### src/rtl/crct_pkg.sv
// rtl/crct_pkg.sv - shared state encoding, settle default and reference functions
package crct_pkg;

  typedef enum logic [1:0] {
    ST_IDLE   = 2'd0,
    ST_SETTLE = 2'd1,
    ST_DONE   = 2'd2
  } state_t;

  localparam int SETTLE_DEFAULT = 3;

  function automatic logic x_ref(input logic a, input logic b, input logic c);
    return (a & b) | ~c;
  endfunction

  function automatic logic y_ref(input logic c);
    return ~c;
  endfunction

endpackage

### src/rtl/rr_arbiter.sv
// rtl/rr_arbiter.sv - combinational round-robin pick: first set req at or after ptr
module rr_arbiter #(
  parameter int NREQ = 2,
  parameter int PW   = 1
) (
  input  logic [NREQ-1:0] req,
  input  logic [PW-1:0]   ptr,
  output logic [NREQ-1:0] gnt,
  output logic [PW-1:0]   winner,
  output logic            valid
);

  int cand;

  always_comb begin
    gnt    = '0;
    winner = '0;
    valid  = 1'b0;
    cand   = 0;
    for (int i = 0; i < NREQ; i++) begin
      cand = int'(ptr) + i;
      if (cand >= NREQ) cand = cand - NREQ;
      if (!valid && req[cand]) begin
        valid  = 1'b1;
        winner = PW'(cand);
      end
    end
    if (valid) gnt[winner] = 1'b1;
  end

endmodule

### src/rtl/crct_eval_arbiter.sv
// rtl/crct_eval_arbiter.sv - round-robin shared access to an external x/y evaluation circuit
module crct_eval_arbiter
  import crct_pkg::*;
#(
  parameter int NREQ   = 2,
  parameter int SETTLE = SETTLE_DEFAULT
) (
  input  logic              clk,
  input  logic              rst_n,
  input  logic [NREQ-1:0]   req,
  input  logic [3*NREQ-1:0] abc_in,
  output logic [NREQ-1:0]   gnt,
  output logic              busy,
  output logic              done,
  output logic              x_out,
  output logic              y_out,
  output logic              A,
  output logic              B,
  output logic              C,
  input  logic              x_in,
  input  logic              y_in
);

  // A settle of zero would sample before the operands are even driven
  localparam int SETTLE_EFF = (SETTLE < 1) ? 1 : SETTLE;
  localparam int CW         = $clog2(SETTLE_EFF) + 1;
  localparam int PW         = (NREQ > 1) ? $clog2(NREQ) : 1;

  state_t          state;
  state_t          state_nxt;
  logic [CW-1:0]   cnt;
  logic [PW-1:0]   ptr;
  logic [PW-1:0]   winner;
  logic [NREQ-1:0] arb_gnt;
  logic            arb_valid;

  rr_arbiter #(
    .NREQ (NREQ),
    .PW   (PW)
  ) u_arb (
    .req    (req),
    .ptr    (ptr),
    .gnt    (arb_gnt),
    .winner (winner),
    .valid  (arb_valid)
  );

  always_ff @(posedge clk or negedge rst_n) begin
    if (!rst_n) state <= ST_IDLE;
    else        state <= state_nxt;
  end

  always_comb begin
    state_nxt = state;
    case (state)
      ST_IDLE:   if (arb_valid) state_nxt = ST_SETTLE;
      ST_SETTLE: if (cnt == '0) state_nxt = ST_DONE;
      ST_DONE:   state_nxt = ST_IDLE;
      default:   state_nxt = ST_IDLE;
    endcase
  end

  // Operands and results are held between operations so the circuit stays quiet
  always_ff @(posedge clk or negedge rst_n) begin
    if (!rst_n) begin
      gnt   <= '0;
      cnt   <= '0;
      ptr   <= '0;
      A     <= 1'b0;
      B     <= 1'b0;
      C     <= 1'b0;
      x_out <= 1'b0;
      y_out <= 1'b0;
    end else begin
      case (state)
        ST_IDLE: begin
          if (arb_valid) begin
            gnt       <= arb_gnt;
            {A, B, C} <= abc_in[3*int'(winner) +: 3];
            cnt       <= CW'(SETTLE_EFF - 1);
            ptr       <= (winner == PW'(NREQ - 1)) ? '0 : winner + 1'b1;
          end
        end
        ST_SETTLE: begin
          if (cnt != '0) begin
            cnt <= cnt - 1'b1;
          end else begin
            x_out <= x_in;
            y_out <= y_in;
          end
        end
        ST_DONE: gnt <= '0;
        default: ;
      endcase
    end
  end

  assign busy = (state != ST_IDLE);
  assign done = (state == ST_DONE);

endmodule

### config.mk
export PLATFORM = sky130hd
export DESIGN_NAME = crct_eval_arbiter
export DESIGN_NICKNAME = d
export VERILOG_FILES = /design/src/rtl/crct_pkg.sv /design/src/rtl/rr_arbiter.sv /design/src/rtl/crct_eval_arbiter.sv
export SDC_FILE = /design/constraint.sdc
export NUM_CORES = 1
export LEC_CHECK = 0
export ABC_AREA = 0
export BUFFER_PORTS_ARGS = -buffer_cell sky130_fd_sc_hd__buf_2
export CAP_MARGIN = 20
export CORE_MARGIN = 2
export CORE_UTILIZATION = 42
export CTS_CLUSTER_DIAMETER = 100
export DETAILED_ROUTE_END_ITERATION = 8
export PLACE_DENSITY_LB_ADDON = 0.05
export SLEW_MARGIN = 20
export SYNTH_ARGS = -nofsm -noshare
export SYNTH_HDL_FRONTEND = slang
export SYNTH_SLANG_ARGS = --single-unit
export TNS_END_PERCENT = 5
### constraint.sdc
create_clock -name clk -period 1.5 [get_ports clk]
set_input_delay 0.15 -clock clk [delete_from_list [all_inputs] [get_ports clk]]
set_output_delay 0.15 -clock clk [all_outputs]
set_load 0.005 [all_outputs]
==> out/qor.txt, run 1 <==
Outcome = completed
Sequential Power Share = 39.2%
Drt first pass iters = 3
Slew margin rel. = 74.6%
Skew-Pair Late Insertion Delay = 0.28 ns
DIE AREA = 0.00178 mm2
Syn-to-layout area delta = 27.0%
Clock sink total = 13
Slowest CP cell = dfrtp_1
Seq/Total Area, Yosys = 53.2%
CTS Buffer Depth = 2
Final setup viols = 0
Clock-pin slew on the worst setup and hold paths = 0.08 ns
GRT overflow = 0
Cell Chain, Critical Path = inv_1 -> ha_1 -> nor2b_2 -> nor2b_4 -> mux2_2
Peak VDD IR = 907 uV
Initial Utilization = 45.9%
Final hold vios = 0
H-tree depth = 1
Switching power = 566 uW
Antenna Cells = 0
Final min period = 1.40 ns
HPWL Detailed = 912 um
Clk root buf = clkbuf_4
IO Pins = 21
Worst endpoint required time = 1.66 ns
Min setup slack post-route = 0.0966 ns
DR iter-0 viols = 7
CP Buf/Inv Count = 1
Antenna-violating nets left = 0
Critical path class = reg -> reg
Share of cells above drive strength 1 = 44.0%
Global placer's final weighted congestion = 0.740
Final Skew = 0.00245 ns
Yosys top cell by area = dfrtp_1
Post-DR wirelength/cell = 13.4 um
Worst min path class = in -> reg
All-Layer GR Usage = 14.7%
Mapped Nets = 63
Clock network power share = 13.5%
Initial antenna violation count = 0
Post-route setup TNS = 0 ns
DIE WIDTH = 42.2 um
Via density = 5.34
Count of maximum capacitance violations = 0
Routed via count = 481
Post-place setup slack = 0.0825 ns
Max stage delay on crit path = 0.38 ns
Maximum fanout along the worst path = 3
Die Y-Extent = 42.2 um
Synthesis Warnings = 0
Nets = 90
Syn Std Cell Area = 612 um2
Internal power = 1030 uW
Mapped Cells = 49
Synth area leaders = dfrtp_1 53%, a221o_1 4.9%, and4_1 4.3%
Worst path top cell family by delay = flip-flops
Top-area cell type share of the netlist area = 53.2%
PwrDens = 2060 mW/mm2
Fmax = 713 MHz
Port Buf Inserts = 20
Vias in the first global route = 477
Arr. time, crit path = 1.57 ns
LEAKAGE = 0.000396 uW
Core area = 0.00133 mm2
#FFs+latches synth = 13
Max Slew Vio Count = 0
Clock buffer count from CTS = 3
Logic gate share of total power = 47.4%
RSZ-0062 raised after global routing = no
Syn avg cell area = 12.5 um2
Post-CTS Setup Inserts = 0
DRC = 0
Rows = 13
Startpoint class of the critical path = flop
Fill cells = 111
Global-route wire length before repair = 1970 um
Worst Setup End Kind = flop
Switching fraction of total power = 35.4%
Routed WL = 1210 um
CTS tree = built
Largest net degree at the start of global routing = 14
Worst-margin pin slew = 0.379 ns
Final worst-path cycle share = 93.6%
Synth unique cells = 25
what timing repair did:
item	in CTS	in global routing
endpoints found under the setup margin	0	2
hold buffers	1	0
hold endpoints to repair	13	0
resized for setup	0	1
per-stage QoR:
stage / std cells / instance area, um2 / util, % / power, uW / hold WS [ns]
finish: 90 / 777 / 58.3 / 1600 / 0.106
global route: 90 / 777 / 58.3 / 1730 / 0.111
CTS: 90 / 774 / 58.1 / 1610 / 0.106
detailed placement: 85 / 738 / 55.3 / 1390 / 0.0533
global placement: 85 / 738 / 55.3 / 1370 / 0.0540
floorplan: 49 / 612 / - / 1130 / -0.146
registers in the layout, indices dropped and copies added (netlist names):
name and flops:
C 1, x_out 1, y_out 1, cnt 3, gnt 2, state 2, ptr 1, B 1
A 1
layout make-up:
cell class              count  area [um2]  share of cell area (%)
repair buffers             22         118                    15.1
flip-flops and latches     13         325                    41.9
clock buffers               4        26.3                    3.38
multi-input cells          32         274                    35.3
well taps                  15        18.8                    2.42
inverters                   4        15.0                    1.93
cell usage in the layout (no fill, tap or decap), drive strengths merged:
cell | Yosys | routed
buf | 0 | 21
dfrtp | 13 | 13
inv | 4 | 4
clkbuf | 0 | 4
and4 | 3 | 3
a221o | 3 | 3
nor2 | 3 | 3
o21ai | 3 | 3
nor2b | 3 | 3
a21o | 2 | 2
mux2 | 2 | 2
ha | 2 | 2
nand2b | 2 | 2
o21ba | 1 | 1
nand2 | 1 | 1
and3 | 1 | 1
or4 | 1 | 1
a21boi | 1 | 1
a32o | 1 | 1
o22ai | 1 | 1
or3 | 1 | 1
a2bb2oi | 1 | 1
dlygate4sd3 | 0 | 1
cell families after synthesis:
logic type	Yosys count	synth area share (%)
AOI/OAI and AO/OA	13	17.8
adders and majority gates	2	4.09
buffers and inverters	4	2.45
DFF	13	53.2
muxes	2	3.68
and+or+nand+nor	15	18.8
layer usage:
metal	routed length (um)	global-route usage [%]	vias up
li1	-	-	231
met1	553	19.9	225
met2	520	22.2	22
met3	108	3.02	3
met4	25	7.50	0
met5	0	0	-
cells in the mapped netlist:
| master | number |
|---|---|
| nand2b_4 | 1 |
| o21ai_0 | 2 |
| inv_2 | 1 |
| or4_1 | 1 |
| or3_1 | 1 |
| nor2_1 | 2 |
| inv_1 | 3 |
| and3_4 | 1 |
| nor2_2 | 1 |
| nor2b_1 | 2 |
| o22ai_2 | 1 |
| a21o_1 | 2 |
| a221o_1 | 3 |
| and4_1 | 3 |
| dfrtp_1 | 13 |
| a32o_1 | 1 |
| ha_1 | 2 |
| mux2_2 | 2 |
| o21ai_1 | 1 |
| o21ba_1 | 1 |
| nand2b_1 | 1 |
| nor2b_4 | 1 |
| a2bb2oi_1 | 1 |
| nand2_1 | 1 |
| a21boi_1 | 1 |
power by group through the flow:
stage | Clock, uW | Combinational [uW] | Sequential (uW)
after detailed placement | 0 | 758 | 630
after floorplan | 0 | 499 | 629
final | 216 | 757 | 626
after CTS | 222 | 765 | 623
after global routing | 242 | 838 | 650
after global placement | 0 | 750 | 623
final timing paths:
path | endpoint | depth (start not counted) | from | slack [ns]
worst max-delay path | y_out$_DFFE_PN0P_ | 5 | cnt[0]$_DFFE_PN0P_ | 0.1
min in group asynchronous | C$_DFFE_PN0P_ | 2 | rst_n | 0.28
worst min-delay path | C$_DFFE_PN0P_ | 2 | abc_in[0] | 0.11
max in group asynchronous | state[1]$_DFFE_PN0P_ | 2 | rst_n | 0.99
worst min register to register | gnt[0]$_DFFE_PN0P_ | 1 | gnt[0]$_DFFE_PN0P_ | 0.47
worst max register to register | y_out$_DFFE_PN0P_ | 5 | cnt[0]$_DFFE_PN0P_ | 0.1
Note: power is estimated with default switching activity, not from simulation.
==> run 2, diff against run 1 <==
--- a/config.mk
+++ b/config.mk
@@ -12,7 +12,7 @@
 export CORE_UTILIZATION = 42
 export CTS_CLUSTER_DIAMETER = 100
 export DETAILED_ROUTE_END_ITERATION = 8
-export PLACE_DENSITY_LB_ADDON = 0.05
+export PLACE_DENSITY = 0.79
 export SLEW_MARGIN = 20
 export SYNTH_ARGS = -nofsm -noshare
 export SYNTH_HDL_FRONTEND = slang
==> out/qor.txt, run 2 (synthesis results as in run 1) <==
Outcome = completed
Total Power = 1610 uW
Share of cells above drive strength 1 = 44.0%
Register bank with the most flops = cnt
GRT overflow = 0
Final hold vios = 0
Final setup viols = 0
DIE AREA = 0.00178 mm2
IO Pins = 21
Worst Hold Path Cells = 2
Clk root buf = clkbuf_4
Largest regs = cnt x3, gnt x2, state x2
FF-to-FF path depth = 5
Global placer's final weighted congestion = 0.789
Arr. time, crit path = 1.57 ns
Largest net degree at the start of global routing = 14
Final worst-path cycle share = 93.1%
Finished Layout Cells = 90
Critical path class = reg -> reg
Hold_ws = 0.0955 ns
PwrDens = 2070 mW/mm2
Post-route setup TNS = 0 ns
Vias in the first global route = 409
Inst Count DP = 85
Worst-margin pin slew = 0.356 ns
Antenna Cells = 0
Slew margin rel. = 76.1%
Maximum fanout along the worst path = 3
Initial antenna violation count = 0
Global-route wire length before repair = 1880 um
DRC = 0
Port Buf Inserts = 20
Clock sink total = 13
HPWL Detailed = 917 um
Max Slew Vio Count = 0
Fmax = 716 MHz
Final min period = 1.40 ns
Count of maximum capacitance violations = 0
LEAKAGE = 0.000396 uW
Post-CTS Setup Inserts = 0
Worst Setup End Kind = flop
Antenna-violating nets left = 0
Routed WL = 1220 um
RSZ-0062 raised after global routing = no
Initial Utilization = 45.9%
Max FFs per register = 3
Most common cell after layout, fill and taps aside = buf_2
All-Layer GR Usage = 14.4%
Reg2reg setup slack = 0.10 ns
Syn-to-layout area delta = 27.0%
DIE WIDTH = 42.2 um
H-tree depth = 1
Commonest non-fill, non-tap cells in the layout = 20 x buf_2, 13 x dfrtp_1
Nets = 90
Worst min path class = in -> reg
Startpoint class of the critical path = flop
Worst endpoint required time = 1.67 ns
CTS Buffer Depth = 2
Die Y-Extent = 42.2 um
Reg2reg end = y_out$_DFFE_PN0P_
Clock-pin slew on the worst setup and hold paths = 0.08 ns
Via density = 5.39
Hold Path End = x_out$_DFFE_PN0P_
Hold path start = x_in
DR iter-0 viols = 16
Core area = 0.00133 mm2
CTS tree = built
Peak VDD IR = 1160 uV
Skew-Pair Late Insertion Delay = 0.28 ns
Routed via count = 485
Final Skew = 0.00117 ns
Drt first pass iters = 4
Rows = 13
Post-DR wirelength/cell = 13.5 um
Clock buffer count from CTS = 3
RR Startpoint = cnt[0]$_DFFE_PN0P_
run 2: per-layer routing:
metal	track usage (%)	wire length (um)	vias to the layer above
met5	0	0	-
met4	7.50	27	0
met3	5.17	109	5
met2	21.5	549	23
met1	18.0	529	223
li1	-	-	234
run 2: worst max path at each step:
stage                             end                from  slack, ns  depth (start not counted)
global placement    y_out$_DFFE_PN0P_  cnt[0]$_DFFE_PN0P_       0.12                          5
CTS                 y_out$_DFFE_PN0P_  cnt[0]$_DFFE_PN0P_       0.07                          5
floorplan           x_out$_DFFE_PN0P_  cnt[0]$_DFFE_PN0P_       0.05                          5
finish              y_out$_DFFE_PN0P_  cnt[0]$_DFFE_PN0P_       0.10                          5
global route        x_out$_DFFE_PN0P_  cnt[0]$_DFFE_PN0P_    0.00004                          5
detailed placement  y_out$_DFFE_PN0P_  cnt[0]$_DFFE_PN0P_       0.08                          5
run 2: metrics by stage:
stage               util, %  setup slack, ns  area, um2
CTS                    58.1           0.0674        774
global route           58.3        0.0000376        777
finish                 58.3            0.103        777
floorplan                 -           0.0502        612
detailed placement     55.3           0.0813        738
global placement       55.3            0.121        738
run 2: critical path, cell delays in order (launching register included):
cell and delay, ns:
dfrtp_1 0.38, inv_1 0.09, ha_1 0.16, nor2b_2 0.15
nor2b_4 0.17, mux2_2 0.34
run 2: power breakdown:
group	internal, uW	switching, uW	leakage, uW	total (uW)
clock	103	118	0.0000150	221
combinational	405	348	0.000222	753
sequential	524	109	0.000159	634
total	1030	575	0.000396	1610
run 2: area by class of cell:
| cell class | count | area, um2 |
|---|---|---|
| multi-input cells | 32 | 274 |
| inverters | 4 | 15.0 |
| repair buffers | 22 | 118 |
| clock buffers | 4 | 26.3 |
| well taps | 15 | 18.8 |
| fillers | 118 | 557 |
| flip-flops and latches | 13 | 325 |
run 2: timing repair:
item | in CTS | in global routing
endpoints found under the hold margin | 13 | 0
hold buffers | 1 | 0
setup endpoints to repair | 0 | 2
gates resized for setup | 0 | 1
